<file path="src/rtl/de_interlock_ctrl.sv">
// de_interlock_ctrl: decode-stage interlock and forwarding controller tracking in-flight destinations.
// Define DE_FWD_EN to enable forward selects; without it any RAW hazard stalls until the producer retires.
module de_interlock_ctrl #(
  parameter int unsigned DEPTH      = 3,
  parameter int unsigned LOAD_READY = 2,
  parameter int unsigned BR_BUBBLES = 3,
  parameter int unsigned SELW       = $clog2(DEPTH + 1)
) (
  input  logic            clk,
  input  logic            resetn,
  input  logic            de_valid,
  input  logic [4:0]      de_rs,
  input  logic [4:0]      de_rt,
  input  logic            de_rs_used,
  input  logic            de_rt_used,
  input  logic [4:0]      de_dst,
  input  logic            de_wen,
  input  logic            de_is_load,
  input  logic            de_is_br,
  output logic            stall,
  output logic            de_issue,
  output logic [SELW-1:0] fwd_rs_sel,
  output logic [SELW-1:0] fwd_rt_sel
);

  localparam int unsigned RW    = 5;
  localparam int unsigned BCNTW = 4;

  typedef struct packed {
    logic          valid;
    logic [RW-1:0] dst;
    logic          wen;
    logic          is_load;
  } sb_entry_t;

  sb_entry_t        sb_q [1:DEPTH];
  sb_entry_t        sb_d [1:DEPTH];
  logic [BCNTW-1:0] bcnt_q;
  logic [BCNTW-1:0] bcnt_d;

  logic [DEPTH:1]   rs_match;
  logic [DEPTH:1]   rt_match;
  logic             load_use;
  logic             raw_stall;
  logic [SELW-1:0]  rs_sel;
  logic [SELW-1:0]  rt_sel;

  // Per-stage operand hazard detection; r0 never hazards.
  always_comb begin
    rs_match = '0;
    rt_match = '0;
    for (int k = 1; k <= int'(DEPTH); k++) begin
      rs_match[k] = sb_q[k].valid & sb_q[k].wen & (sb_q[k].dst == de_rs) &
                    (de_rs != '0) & de_rs_used;
      rt_match[k] = sb_q[k].valid & sb_q[k].wen & (sb_q[k].dst == de_rt) &
                    (de_rt != '0) & de_rt_used;
    end
  end

  // A load whose data is not yet forwardable blocks its consumer.
  always_comb begin
    load_use = 1'b0;
    for (int k = 1; k <= int'(DEPTH); k++) begin
      if ((k < int'(LOAD_READY)) && sb_q[k].is_load && (rs_match[k] || rt_match[k])) begin
        load_use = 1'b1;
      end
    end
  end

`ifdef DE_FWD_EN
  // Walk from the oldest stage down so the youngest producer wins.
  always_comb begin
    rs_sel    = '0;
    rt_sel    = '0;
    raw_stall = 1'b0;
    for (int k = int'(DEPTH); k >= 1; k--) begin
      if (rs_match[k]) rs_sel = SELW'(k);
      if (rt_match[k]) rt_sel = SELW'(k);
    end
  end
`else
  always_comb begin
    rs_sel    = '0;
    rt_sel    = '0;
    raw_stall = (|rs_match) | (|rt_match);
  end
`endif

  assign fwd_rs_sel = rs_sel;
  assign fwd_rt_sel = rt_sel;
  assign stall      = (de_valid & (load_use | raw_stall)) | (bcnt_q != '0);
  assign de_issue   = de_valid & ~stall;

  // Scoreboard shift and branch-bubble counter next state.
  always_comb begin
    sb_d   = sb_q;
    bcnt_d = bcnt_q;
    if (de_issue) begin
      sb_d[1] = '{valid: 1'b1, dst: de_dst, wen: de_wen, is_load: de_is_load};
    end else begin
      sb_d[1] = '0;
    end
    for (int k = 2; k <= int'(DEPTH); k++) begin
      sb_d[k] = sb_q[k-1];
    end
    if (de_issue && de_is_br) begin
      bcnt_d = BCNTW'(BR_BUBBLES);
    end else if (bcnt_q != '0) begin
      bcnt_d = bcnt_q - BCNTW'(1);
    end
  end

  always_ff @(posedge clk or negedge resetn) begin
    if (!resetn) begin
      for (int k = 1; k <= int'(DEPTH); k++) begin
        sb_q[k] <= '0;
      end
      bcnt_q <= '0;
    end else begin
      for (int k = 1; k <= int'(DEPTH); k++) begin
        sb_q[k] <= sb_d[k];
      end
      bcnt_q <= bcnt_d;
    end
  end

endmodule

</file>
<file path="config.mk">
export PLATFORM = sky130hd
export DESIGN_NAME = de_interlock_ctrl
export DESIGN_NICKNAME = d
export VERILOG_FILES = /design/src/rtl/de_interlock_ctrl.sv
export SDC_FILE = /design/constraint.sdc
export NUM_CORES = 1
export LEC_CHECK = 0
export CORE_UTILIZATION = 44
export DETAILED_ROUTE_END_ITERATION = 10
export PLACE_DENSITY = 0.73
export SYNTH_ARGS = -nofsm -noshare
export SYNTH_HDL_FRONTEND = slang
export SYNTH_SLANG_ARGS = --single-unit
</file>
<file path="constraint.sdc">
create_clock -name clk -period 1.8 [get_ports clk]
set_clock_uncertainty 0.05 [all_clocks]
set_input_delay 0.27 -clock clk [delete_from_list [all_inputs] [get_ports clk]]
set_output_delay 0.27 -clock clk [all_outputs]
set_load 0.005 [all_outputs]
</file>
After elaboration in Yosys (flattened, before gate mapping)
Index checks and enable logic that the tools add are counted.
{"block": "word_totals", "reg_bits": 26, "input_bits": 23, "output_inout_bits": 6, "word_cells": 58}
{"block": "op_classes", "n_addsub": 1, "eq_ne": 6, "mux": 4, "n_bitwise": 27, "reduce_logical": 9}
{"op": "$eq A5 B5 Y1", "count": 6}
{"op": "$and A1 B1 Y1", "count": 23}
{"op": "$reduce_bool A5 Y1", "count": 2}
{"op": "$mux W4", "count": 2}
{"op": "$mux W8", "count": 1}
{"op": "$reduce_or A3 Y1", "count": 2}
{"op": "$reduce_bool A4 Y1", "count": 1}
{"op": "$sub A4 B1 Y4 const B", "count": 1}
{"op": "$or A1 B1 Y1", "count": 3}
{"op": "$logic_and A1 B1 Y1", "count": 2}
{"op": "$reduce_bool A2 Y1", "count": 1}
{"op": "$logic_or A1 B1 Y1", "count": 1}
{"op": "$mux W1", "count": 1}
{"op": "$not A1 Y1", "count": 1}

Longest topological paths before layout
Gate-level depths: netlist of run 1.
{"block": "logic_depth", "word_depth": 14, "mapped_depth": 6, "ltp_nobuf": 6}

Least setup slack after synthesis of run 1
Ideal clock, no wire load.
{"block": "synth_timing", "path_type": "flip-flop to output port", "from": "register bcnt_q[0]", "to": "output de_issue", "arrival_time_ns": 1.470, "required_ns": 1.480, "slack_ns": 0.010, "stages_incl_launch_ff": 6, "path_buffers": 0, "cell_sequence": "dfrtp_1 -> inv_1 -> ha_1 -> nor3b_1 -> nand2_1 -> nor3_4"}
{"block": "synth_via", "elab_chain_len": 4}
{"item": "start: declaration", "line_no": "38", "text": "logic [BCNTW-1:0] bcnt_q;"}
{"item": "start signal: assignment", "line_no": "123", "text": "bcnt_q <= bcnt_d;"}
{"item": "$reduce_bool A4 Y1", "line_no": "91", "text": "assign stall = (de_valid & (load_use | raw_stall)) | (bcnt_q != '0);"}
{"item": "$or A1 B1 Y1", "line_no": "91"}
{"item": "$not A1 Y1", "line_no": "92", "text": "assign de_issue = de_valid & ~stall;"}
{"item": "$and A1 B1 Y1", "line_no": "92"}
{"item": "end: declaration", "line_no": "21", "text": "output logic de_issue,"}
No other way between the ends.

Final worst setup path of run 1
{"block": "layout_timing", "from": "register sb_q (netlist bit sb_d[14])", "to": "output stall"}
{"block": "layout_via", "elab_chain_len": 10, "word_cells_on_any_way": 17, "cone_classes": "eq/ne: 2; mux: 1; bitwise: 10; reduce/logical: 4"}
{"item": "start: declaration", "line_no": "36", "text": "sb_entry_t sb_q [1:DEPTH];"}
{"item": "start signal: indexed assignment", "line_no": "121", "text": "sb_q[k] <= sb_d[k];"}
{"item": "$eq A5 B5 Y1 (on tied branches)", "line_no": "53, 55"}
{"item": "$and A1 B1 Y1 (on tied branches) (2 in a row)", "line_no": "53, 55"}
{"item": "$and A1 B1 Y1 (on tied branches)", "line_no": "54, 56"}
{"item": "$logic_or A1 B1 Y1", "line_no": "64", "text": "if ((k < int'(LOAD_READY)) && sb_q[k].is_load && (rs_match[k] || rt_match[k])) begin"}
{"item": "$logic_and A1 B1 Y1", "line_no": "64"}
{"item": "$mux W1", "line_no": "64"}
{"item": "$or A1 B1 Y1 *", "line_no": "91"}
{"item": "$and A1 B1 Y1 *", "line_no": "91"}
{"item": "$or A1 B1 Y1 *", "line_no": "91"}
{"item": "end: declaration", "line_no": "20", "text": "output logic stall,"}
Every way passes the cells marked *; elsewhere a longest branch is shown, timed or not.

==> qor.yml, run 1 <==
floorplan:
  die_area_mm2: 0.00302
  ios: 29
  chipWidth_um: 54.9
  start_util_pct: 48.0
  die_h_um: 54.9
  rows: 18
  core_mm2: 0.00257
route:
  drc: 0
  num_vias: 911
  drt_wl_total_um: 2640
  drtPass1Iterations: 4
  drt_iter0_markers: 15
  ant_nets: 0
  wire_per_inst_um: 14.7
  viasPerCell: 5.06
synthesis:
  synth_area_mm2: 0.00123
  avgSynthCellArea_um2: 12.0
  ys_warn_count: 0
  synth_seq_area_share_pct: 50.8
  ys_types: 26
  synthCells: 103
  ys_ff_latch: 25
power_and_ir_drop:
  p_int_uw: 1040
  leakagePower_uw: 0.000832
  power.switching_uw: 460
  pwr_density_cell_mw_per_mm2: 874
  switching_share_pct: 30.6
  clkPwrFrac_pct: 16.1
  p_comb_share_pct: 35.6
  ir_drop_v: 0.000558
  p_seq_share_pct: 48.4
clock_network:
  cts_tree: "done"
  cts_max_level: 1
  cts.clk_slew.worst_paths_ns: 0.13
  clk_latency_ns: 0.31
  cts_buffer_depth: 2
  root_buffer: "clkbuf_4"
  numClockSinks: 25
  numCtsBuffers: 3
sta:
  grt_setup_unrepaired: "true"
  final.setup.tns_ns: -1.20
  drv_slew: 0
  worst_slack_ns: -0.443
  fmax_mhz: 446
  setup_viol: 10
  hold_viol_final: 0
  period_needed_ns: 2.24
  period_share_pct: 125
flow_run:
  maxCapViolCount: 0
hold_path:
  min_path_type: "input pin to asynchronous set/reset pin"
grt:
  antenna_found_initial: 0
  grt-ovfl-total: 0
  grt_usage_pct: 19.6
  grt_max_degree: 26
  grt_pass1_wl_um: 4000
  grt_pass1_vias: 861
layout:
  layout.nets: 176
  final_cell_mix: "25 x dfrtp_1, 24 x xor2_1, 19 x buf_4, 11 x clkdlybuf4s50_1, 10 x dlygate4sd2_1"
  drive_above_1_share_pct: 28.0
  layout_commonest_cell: "dfrtp_1"
  postLayoutCoreUtil_pct: 66.9
  n_antenna_cell: 0
  syn2layout_area_growth_pct: 39.3
  fillers: 204
placed_design:
  dp_hpwl_um: 2110
  port_buffers: 23
  pre_cts_ws_ns: -1.06
  gp_congestion: 0.851
setup_path:
  crit_arrival_ns: 1.92
  startpoint_type: "flop"
  crit_path_end_kind: "output port"
  ff2ff_path_depth: 8
  crit_type: "flop to output port"
  crit_path_max_fanout: 3
  required_ns: 1.48
outcome:
  status: "complete, but fails checks"
  violations: "setup timing"
==> flip-flops by register name, indices dropped and copies added, names as in the netlist <==
register,cells
sb_d,14
bcnt_q,4
sb_q,7
==> power groups by stage <==
stage / sequential (µW) / combinational, µW / clock (µW)
2_1_floorplan: 723 / 255 / 0
3_3_place_gp: 729 / 481 / 0
3_5_place_dp: 736 / 509 / 0
4_1_cts: 726 / 514 / 244
5_1_grt: 739 / 586 / 277
6_report: 726 / 533 / 241
==> stage by stage <==
step                area (µm²)  hold WS [ns]  instances  total power [µW]
finish                    1720         0.246        180              1500
floorplan                 1240       -0.0756        106               978
CTS                       1660         0.260        177              1480
global route              1720         0.274        180              1600
detailed placement        1600         0.345        171              1250
global placement          1600         0.343        171              1210
==> worst max-delay path, cell delays in order (launching register included) <==
cell,delay [ns]
dfrtp_1,0.43
xor2_1,0.17
nor4_1,0.31
nand4_1,0.19
a31oi_4,0.26
o21ai_1,0.10
nand2_1,0.06
buf_2,0.10
==> synthesized netlist by cell type (all sizes together) <==
library cell / n / area, µm²
xnor2: 8 / 70.1
or3: 1 / 6.26
conb: 1 / 3.75
nor3: 2 / 21.3
o41ai: 1 / 8.76
nand4: 6 / 37.5
buf: 4 / 30.0
a31oi: 2 / 25.0
o31a: 1 / 8.76
or4: 2 / 18.8
inv: 2 / 7.51
mux2i: 1 / 10.0
a21o: 1 / 7.51
o21ai: 3 / 18.8
ha: 2 / 25.0
dfrtp: 25 / 626
nor4: 6 / 37.5
xor2: 24 / 210
nand2: 3 / 11.3
nor3b: 1 / 7.51
nor2: 1 / 3.75
and2: 6 / 37.5
==> path summary, 6_finish.rpt <==
kind                           from        end  slack, ns
setup / recovery           sb_d[14]      stall      -0.44
hold / removal               resetn    sb_q[7]       0.25
setup reg to reg           sb_d[14]  bcnt_q[1]      -0.12
hold reg to reg            sb_d[15]    sb_d[7]       0.38
max in group asynchronous    resetn   sb_d[13]       1.21
min in group clk           sb_d[15]    sb_d[7]       0.38
==> area by class of cell <==
cell class | count | area (µm²) | area share (%)
Timing Repair Buffer | 44 | 373 | 21.7
Tap cell | 30 | 37.5 | 2.19
Multi-Input combinational cell | 75 | 647 | 37.7
Sequential cell | 25 | 626 | 36.4
Inverter | 2 | 7.51 | 0.437
Clock buffer | 4 | 26.3 | 1.53
==> cell families after synthesis <==
kind of cell | synth area share [%]
compound gates | 5.58
mux | 0.812
buf+inv | 3.05
simple gates | 14.7
other cells | 0.304
xor+xnor | 22.7
fa+ha+maj | 2.03
flops | 50.8
==> layer usage <==
layer,global-route usage [%],wire length [µm]
met1,26.4,1160
met2,32.1,1340
met3,3.83,128
met4,5.83,10
met5,0,0
==> repair_timing <==
item | in CTS | in global routing
gates cloned | 0 | 0
pin swaps | 15 | 16
resized for setup | 25 | 9
endpoints found under the setup margin | 11 | 11
hold buffers | 0 | 0
setup buffers | 2 | 3
(Power assumes the default switching activity.)
==> run 2, diff against run 1 <==
--- a/config.mk
+++ b/config.mk
@@ -5,9 +5,9 @@
 export SDC_FILE = /design/constraint.sdc
 export NUM_CORES = 1
 export LEC_CHECK = 0
-export CORE_UTILIZATION = 44
+export CORE_UTILIZATION = 25
 export DETAILED_ROUTE_END_ITERATION = 10
-export PLACE_DENSITY = 0.73
+export PLACE_DENSITY = 0.45
 export SYNTH_ARGS = -nofsm -noshare
 export SYNTH_HDL_FRONTEND = slang
 export SYNTH_SLANG_ARGS = --single-unit
==> run 2 against run 1 <==
Net effect: die area is 73% higher; sequential power is 1% lower; worst setup slack worse by 0.019 ns; flip-flop and latch count stayed put; the run still ends with setup timing left; utilization is 27 points lower; non-clock buffer count is 4 higher; via count is 0.88% lower; clock power is 36% higher; combinational power is 14% higher; clock-buffer cell count stayed put; global-route usage is 7.5 points lower; sequential share of layout area is 3.0 points lower.
==> qor.yml, run 2 (synthesized netlist as in run 1, its figures left out) <==
hold_path:
  min_path_type: "input pin to asynchronous set/reset pin"  # unchanged
setup_path:
  startpoint: "sb_d[11]"  # was sb_d[14]
  crit_path_max_fanout: 2  # was 3
  startpoint_type: "flop"  # unchanged
  required_ns: 1.48  # about the same
  timing.rr.end: "sb_d[9]"  # was bcnt_q[1]
  crit_type: "flop to output port"  # unchanged
  endpoint: "de_issue"  # was stall
  crit_arrival_ns: 1.94  # was 1.92 ns
  rrSetupSlack_ns: -0.28  # was -0.12 ns
  crit_path_end_kind: "output port"  # unchanged
  ff2ff_path_depth: 9  # was 8
  rr_startpoint: "sb_d[11]"  # was sb_d[14]
clock_network:
  cts_tree: "done"  # unchanged
  cts.clk_slew.worst_paths_ns: 0.09  # was 0.13 ns
  cts_buffer_depth: 2  # unchanged
  numCtsBuffers: 3  # unchanged
  clk_latency_ns: 0.26  # was 0.31 ns
  numClockSinks: 25  # unchanged
  cts_max_level: 1  # unchanged
  cts_hold_buffers: 0  # unchanged
  root_buffer: "clkbuf_8"  # was clkbuf_4
outcome:
  status: "complete, but fails checks"  # unchanged
  violations: "setup timing"  # unchanged
sta:
  setup_viol: 11  # was 10
  grt_setup_unrepaired: "true"  # unchanged
  hold_viol_final: 0  # unchanged
  drv_slew: 0  # unchanged
  period_share_pct: 126  # was 125%
  period_needed_ns: 2.26  # was 2.24 ns
  fmax_mhz: 442  # was 446 MHz
  hold_slack_ns: 0.311  # was 0.246 ns
  worst_slack_ns: -0.461  # was -0.443 ns
floorplan:
  core_mm2: 0.00472  # was 0.00257 mm²
  start_util_pct: 26.1  # was 48.0%
  die_area_mm2: 0.00521  # was 0.00302 mm²
  chipWidth_um: 72.2  # was 54.9 µm
  die_h_um: 72.2  # was 54.9 µm
  ios: 29  # unchanged
  rows: 25  # was 18
route:
  viasPerCell: 4.09  # was 5.06
  drt_iter0_markers: 23  # was 15
  ant_nets: 0  # unchanged
  drc: 0  # unchanged
  drtPass1Iterations: 4  # unchanged
  drt_wl_total_um: 2880  # was 2640 µm
  num_vias: 903  # was 911
  wire_per_inst_um: 13.0  # was 14.7 µm
layout:
  layout.nets: 180  # was 176
  syn2layout_area_growth_pct: 51.9  # was 39.3%
  drive_above_1_share_pct: 31.8  # was 28.0%
  final_cell_mix: "25 x dfrtp_1, 24 x xor2_1, 21 x buf_4, 11 x clkdlybuf4s50_1, 9 x dlygate4sd2_1"  # was 25 x dfrtp_1, 24 x xor2_1, 19 x buf_4, 11 x clkdlybuf4s50_1, 10 x dlygate4sd2_1
  n_antenna_cell: 0  # unchanged
  largest_register_ffs: 14  # unchanged
  postLayoutCellArea_mm2: 0.00187  # was 0.00172 mm²
  layout_commonest_cell: "dfrtp_1"  # unchanged
grt:
  grtUsageMet1_pct: 16.4  # was 26.4%
  grt_max_degree: 26  # unchanged
  met2_usage_pct: 20.5  # was 32.1%
  grt_pass1_wl_um: 4860  # was 4000 µm
  grt_busiest_layer: "met2"  # unchanged
  grt_usage_pct: 12.1  # was 19.6%
  antenna_found_initial: 0  # unchanged
  use_met3_pct: 1.25  # was 3.83%
  grt_pass1_vias: 995  # was 861
  grt-ovfl-total: 0  # unchanged
placed_design:
  dp_hpwl_um: 2170  # was 2110 µm
  place_area_mm2: 0.00167  # was 0.00160 mm²
  port_buffers: 23  # unchanged
  gp_congestion: 0.843  # was 0.851
  pre_cts_ws_ns: -1.13  # was -1.06 ns
power_and_ir_drop:
  ir_drop_v: 0.000301  # was 0.000558 V
  leakagePower_uw: 0.000872  # was 0.000832 µW
  pwr_density_cell_mw_per_mm2: 881  # was 874 mW/mm²
flow_run:
  maxCapViolCount: 0  # unchanged
run 2: stage by stage:
stage	total power (µW)	instances	setup TNS, ns	utilization (%)
5_1_grt	1770	221	-4.91	39.6
4_1_cts	1640	221	-3.06	39.1
2_1_floorplan	978	106	0	-
3_3_place_gp	1250	211	-7.62	35.4
3_5_place_dp	1270	211	-7.92	35.4
6_report	1650	221	-3.27	39.6
run 2: area by class of cell:
cell class              count  area (µm²)
well taps                  67        83.8
repair buffers             48         430
flip-flops and latches     25         626
clock buffers               4        45.0
inverters                   2        7.51
multi-input cells          75         679
fillers                   479        2850
run 2: repair_timing:
action                     CTS  global route
pin swaps                   12             8
setup endpoints to repair   11            11
resized for setup           36             8
setup buffers                7             3
run 2: worst min-delay path by stage:
stage          startpoint        end  slack, ns  cells past startpoint
3_5_place_dp      sb_d[9]    sb_d[1]       0.35                      0
3_3_place_gp     sb_d[15]    sb_d[7]       0.34                      0
2_1_floorplan      resetn  bcnt_q[0]      -0.08                      0
4_1_cts            resetn   sb_d[14]       0.32                      2
6_report           resetn   sb_d[14]       0.31                      2
5_1_grt            resetn    sb_q[1]       0.36                      2
run 2: where the power goes:
group	internal, µW	switching (µW)	total (µW)	leakage [µW]
Sequential	656	61.5	717	0.000339
Combinational	347	257	605	0.000510
Clock	158	169	327	0.0000228
run 2: per-layer routing:
metal  wire length, µm  part of all wire [%]
met5                 0                     0
met4                33                   1.1
met3                70                   2.4
met2              1410                    49
met1              1360                    47
run 2: worst max-delay path: stages (launching register included):
cell	delay, ns
dfrtp_1	0.41
xor2_1	0.18
nor4_2	0.32
nand4_1	0.20
a31oi_4	0.29
buf_12	0.14
nor3_4	0.04
buf_2	0.12
